==> src/rtl/dilithium_in_packer.sv <==
// dilithium_in_packer: packs a frame of host words little-endian into zero-padded core-width words
module dilithium_in_packer #(
  parameter int IN_W  = 32,
  parameter int OUT_W = 64,
  parameter int LEN_W = 16
) (
  input  logic             clk,
  input  logic             rst,
  input  logic             start,
  input  logic [LEN_W-1:0] len_i,
  input  logic             s_valid,
  output logic             s_ready,
  input  logic [IN_W-1:0]  s_data,
  output logic             m_valid,
  input  logic             m_ready,
  output logic [OUT_W-1:0] m_data,
  output logic             m_last,
  output logic             busy,
  output logic             done_o
);
  localparam int RATIO  = OUT_W / IN_W;
  localparam int LANE_W = RATIO > 1 ? $clog2(RATIO) : 1;
  typedef enum logic [1:0] {IDLE, FILL, DRAIN} state_t;
  state_t           state;
  logic [LANE_W-1:0] lane;
  logic [LEN_W-1:0] remaining;
  logic [OUT_W-1:0] acc;
  logic [OUT_W-1:0] acc_next;
  logic             completing;
  logic             in_hs;
  logic             out_hs;
  logic             last_out;
  assign completing = lane == LANE_W'(RATIO - 1) || remaining == LEN_W'(1);
  assign s_ready    = state == FILL && !(completing && m_valid && !m_ready);
  assign in_hs      = s_valid && s_ready;
  assign out_hs     = m_valid && m_ready;
  assign last_out   = state == DRAIN && out_hs && m_last;
  assign busy       = state != IDLE || m_valid;
  // accumulator with the incoming host word dropped into the current lane; higher lanes are still zero
  always_comb begin
    acc_next = acc;
    acc_next[int'(lane)*IN_W +: IN_W] = s_data;
  end
  // frame control, lane packing and the output register; start always restarts from a clean slate
  always_ff @(posedge clk or posedge rst) begin
    if (rst) begin
      state     <= IDLE;
      lane      <= '0;
      remaining <= '0;
      acc       <= '0;
      m_valid   <= 1'b0;
      m_data    <= '0;
      m_last    <= 1'b0;
      done_o    <= 1'b0;
    end else if (start) begin
      state     <= len_i != '0 ? FILL : IDLE;
      remaining <= len_i;
      lane      <= '0;
      acc       <= '0;
      m_valid   <= 1'b0;
      m_data    <= '0;
      m_last    <= 1'b0;
      done_o    <= len_i == '0;
    end else begin
      done_o <= last_out;
      if (in_hs) begin
        remaining <= remaining - 1'b1;
        lane      <= completing ? '0 : lane + 1'b1;
        acc       <= completing ? '0 : acc_next;
      end
      if (in_hs && completing) begin
        m_valid <= 1'b1;
        m_data  <= acc_next;
        m_last  <= remaining == LEN_W'(1);
      end else if (out_hs) begin
        m_valid <= 1'b0;
        m_last  <= 1'b0;
      end
      if (in_hs && remaining == LEN_W'(1)) state <= DRAIN;
      else if (last_out) state <= IDLE;
    end
  end
endmodule

==> config.mk <==
export PLATFORM = sky130hd
export DESIGN_NAME = dilithium_in_packer
export DESIGN_NICKNAME = d
export VERILOG_FILES = /design/src/rtl/dilithium_in_packer.sv
export SDC_FILE = /design/constraint.sdc
export NUM_CORES = 1
export LEC_CHECK = 0
export ABC_AREA = 0
export CAP_MARGIN = 20
export CORE_ASPECT_RATIO = 1.5
export CORE_UTILIZATION = 30
export DETAILED_ROUTE_END_ITERATION = 12
export PLACE_DENSITY_LB_ADDON = 0.25
export RECOVER_POWER = 50
export SETUP_SLACK_MARGIN = 0.1
export SYNTH_ARGS = -nofsm -noshare
export SYNTH_HDL_FRONTEND = slang
export SYNTH_SLANG_ARGS = --single-unit
==> constraint.sdc <==
create_clock -name clk -period 12.85 [get_ports clk]
set_input_delay 2.57 -clock clk [delete_from_list [all_inputs] [get_ports clk]]
set_output_delay 2.57 -clock clk [all_outputs]
set_load 0.02 [all_outputs]
==> impl_metrics.env <==
export IMPL_syn_area_mm2=0.00692
export IMPL_postCtsHoldBufs=0
export IMPL_synth_area_leader_cell="dfrtp_1"
export IMPL_synth_edf_count=0
export IMPL_grt_pass1_vias=5344
export IMPL_synth_top_area_share=0.543
export IMPL_syn_num_nets=639
export IMPL_status="finished with violations"
export IMPL_finalHoldViolCount=0
export IMPL_root_buffer="clkbuf_16"
export IMPL_cts_tree="built"
export IMPL_ys_seq_area_frac=0.543
export IMPL_ios=122
export IMPL_synthFlopType="dfrtp_1"
export IMPL_syn_to_final_growth_pct=28.0
export IMPL_tightest_slew_ns=3.87
export IMPL_slowest_stage="clkbuf_1"
export IMPL_required_ns=13.15
export IMPL_first_pass_iters=4
export IMPL_viasPerCell=5.10
export IMPL_maxSlewViolCount=185
export IMPL_slew_headroom=-1.60
export IMPL_clock_skew_ns=0.00848
export IMPL_fill_cells=2177
export IMPL_reg2reg_to="m_data[50]"
export IMPL_max_freq_mhz=135
export IMPL_synthCells=584
export IMPL_gr_total_overflow=0
export IMPL_dpl_cell_area_mm2=0.00830
export IMPL_drv_cap=3
export IMPL_wirelength_mm=17.6
export IMPL_fin_crit_ns=7.42
export IMPL_clockBufferDepth=2
export IMPL_grt_setup_unrepaired="no"
export IMPL_min_path_type="reg2reg"
export IMPL_cp_arrival_ns=7.72
export IMPL_place_hpwl_mm=11.3
export IMPL_grt_max_degree=88
export IMPL_drive_gt1_frac=0.134
export IMPL_die_height_um=188
export IMPL_cp_cell_sequence="clkbuf_1 -> clkbuf_1 -> nor2_2 -> buf_16 -> and2_1"
export IMPL_drt_iter0_drc=203
export IMPL_min_to="acc[45]"
export IMPL_wl_per_cell_um=18.1
export IMPL_startpoint_type="input pin"
export IMPL_synth_seq_cells=150
export IMPL_die_w_um=126
export IMPL_drc=0
export IMPL_yosys_warnings=0
export IMPL_multi_input_comb_area_mm2=0.00289
export IMPL_crit_top_cell="clkbuf_1"
export IMPL_critPathKind="in2reg"
export IMPL_clk_latency_ns=0.42
export IMPL_synth_adder_area_share=0.00362
export IMPL_synth_top_family_by_area="compound AO/OA/AOI/OAI gates"
export IMPL_core_mm2=0.0225
export IMPL_timing_rr_start="remaining[1]"
export IMPL_crit_path_max_fanout=52
export IMPL_clk_pin_slew_ns=0.06
export IMPL_grt_pass1_wl_mm=28.5
export IMPL_r2r_slack_ns=9.50
export IMPL_path_buf_inv=3
export IMPL_cpPeakStageDelay_ns=2.05
export IMPL_post_cts_buffers=0
export IMPL_final_cell_area_mm2=0.00885
export IMPL_numCtsBuffers=17
export IMPL_hold_depth=1
export IMPL_fin_crit_sh=0.577
export IMPL_grt_use_total=0.155
export IMPL_diodes=0
export IMPL_setup_viol=0
export IMPL_leakagePower_uw=0.00375
export IMPL_synth_compound_area_share=0.178
export IMPL_cts_resized=0
export IMPL_hold_start="acc[45]"
export IMPL_fin_setup_tns_ns=0
export IMPL_start_util=0.308
export IMPL_r2r_cells=8
export IMPL_seq_area_mm2=0.00376
export IMPL_cts_sinks=150
export IMPL_port_buffers=121
export IMPL_die_area_mm2=0.0237
export IMPL_failed_checks="capacitance limit, slew limit"
export IMPL_ir_drop_uv=93.0
export IMPL_layout_nets=742
export IMPL_yosys_top_cells_area="dfrtp_1, mux2i_1, a211oi_2"
export IMPL_cellPowerDensity_mw_per_mm2=129
export IMPL_path_delay_family="buffers and inverters"
export IMPL_synthSimpleGateAreaFrac=0.131
export IMPL_row_count=67
export IMPL_avgSynthCellArea_um2=11.8
export IMPL_synthXorXnorAreaFrac=0.0101
export IMPL_crit_path_end_kind="flop"
export IMPL_synthMuxAreaShare=0.0943
export IMPL_gp_congestion=0.898
export IMPL_htreeDepth=4
export IMPL_vias=4975
export IMPL_antenna_found_initial=0
export IMPL_async_flop_share=1.00
export IMPL_ant_nets=0
export IMPL_yosysUniqueCellTypes=50
==> worst register-to-register path: stages (launching register included) <==
cell and delay, ns:
dfrtp_1 0.40, inv_1 0.13, ha_1 0.18, nor4b_1 0.31, and4_1 0.33, o21a_4 0.70, buf_4 0.81, nor2_1 0.10
a211oi_1 0.25
==> registers in the layout (all words and copies together) (netlist names) <==
| signal | flops |
|---|---|
| m_last | 1 |
| m_data | 64 |
| acc | 64 |
| remaining | 16 |
| state | 2 |
| m_valid | 1 |
| done_o | 1 |
| lane | 1 |
==> per-stage QoR <==
stage	setup WS, ns	cells	utilization	power, uW	hold slack [ns]
2_1_floorplan	6.24	584	-	610	0.453
3_3_place_gp	6.21	943	0.368	668	0.468
6_report	5.43	975	0.394	1150	0.481
5_1_grt	4.98	975	0.394	1190	0.491
3_5_place_dp	6.20	944	0.369	672	0.470
4_1_cts	6.18	975	0.395	1170	0.489
==> Yosys cell counts (2+ instances only) <==
cell         n
a211oi_2    40
a21oi_1      5
xor2_1       5
nand3_1      3
buf_4        4
ha_1         2
nand2b_1     3
clkbuf_1    20
a22o_1      31
mux2i_1     64
or4_1        4
xnor2_1      3
or3_1        8
and2_1      33
a211oi_1    24
buf_8        2
o21ai_0      2
nor3_1       3
nand3b_1     2
o2111ai_1    5
dfrtp_1    150
o31ai_1      2
nor2_2      10
inv_1        6
buf_1        3
o211ai_1     2
nor2_1      72
buf_6        7
nand4_1      3
nor2b_1      2
nor4_1       6
nand2_1     20
o21ai_1      9
buf_2        7
a31oi_1      7
==> cell type report <==
| type | instances | share of cell area |
|---|---|---|
| clock buffer | 22 | 0.0524 |
| sequential | 150 | 0.424 |
| timing repair buffer | 127 | 0.143 |
| inverter | 6 | 0.00269 |
| clock inverter | 9 | 0.0117 |
| tap | 276 | 0.0390 |
| multi-input combinational | 385 | 0.327 |
==> cell usage in the layout (no fill, tap or decap), types with 2 or more instances in the layout <==
cell             netlist  routed
dfrtp_1              150     149
nor2_1                72      71
dlygate4sd3_1          0      68
mux2i_1               64      64
clkdlybuf4s50_1        0      52
a211oi_2              40      40
and2_1                33      33
a22o_1                31      31
a211oi_1              24      24
nand2_1               20      20
clkbuf_16              0      17
nor2_2                10      11
o21ai_0                2       8
or3_1                  8       8
a31oi_1                7       7
nor4_1                 6       6
a21oi_1                5       5
inv_1                  6       5
o2111ai_1              5       5
xor2_1                 5       5
clkbuf_1              20       5
or4_1                  4       4
clkinv_2               0       4
buf_4                  4       4
nand4_1                3       3
nand2b_1               3       3
nand3_1                3       3
xnor2_1                3       3
o21ai_1                9       3
nor3_1                 3       2
nand3b_1               2       2
nor2b_1                2       2
o211ai_1               2       2
o31ai_1                2       2
ha_1                   2       2
bufinv_16              0       2
clkbuf_8               0       2
clkinvlp_4             0       2
==> where the power goes <==
group          leakage, uW  internal (uW)  total [uW]  switching [uW]
logic              0.00145           61.8         145            83.6
clock network     0.000276            294         487             193
registers          0.00203            493         513            20.4
total              0.00375            849        1150             297
==> layer usage <==
metal  wire length (um)  global-route usage  vias up  share of wire
li1                   -                   -     2328              -
met1               7580               0.182     2485           0.43
met4                610              0.0802        0          0.035
met3                718              0.0334       32          0.041
met5                  0                   0        -              0
met2               8720               0.263      130           0.49
==> kinds of logic (layout without fill, tap and decap cells) <==
family	count (synthesis)	count (layout)
AOI/OAI and AO/OA	134	134
xor gates and xnor gates	8	8
adders and majority gates	2	2
buffers and inverters	49	164
DFF	150	150
muxes	65	65
and+or+nand+nor	176	176
==> how the worst max path moves through the flow <==
stage	startpoint	end	slack [ns]	cells after the start
after floorplan	rst	acc[0]	6.24	1
after global placement	m_ready	s_ready	6.21	4
after detailed placement	m_ready	s_ready	6.20	4
after CTS	m_ready	s_ready	6.18	4
after global routing	start	acc[42]	4.98	5
final	start	acc[32]	5.43	5
Note: power is estimated with default switching activity, not from simulation.
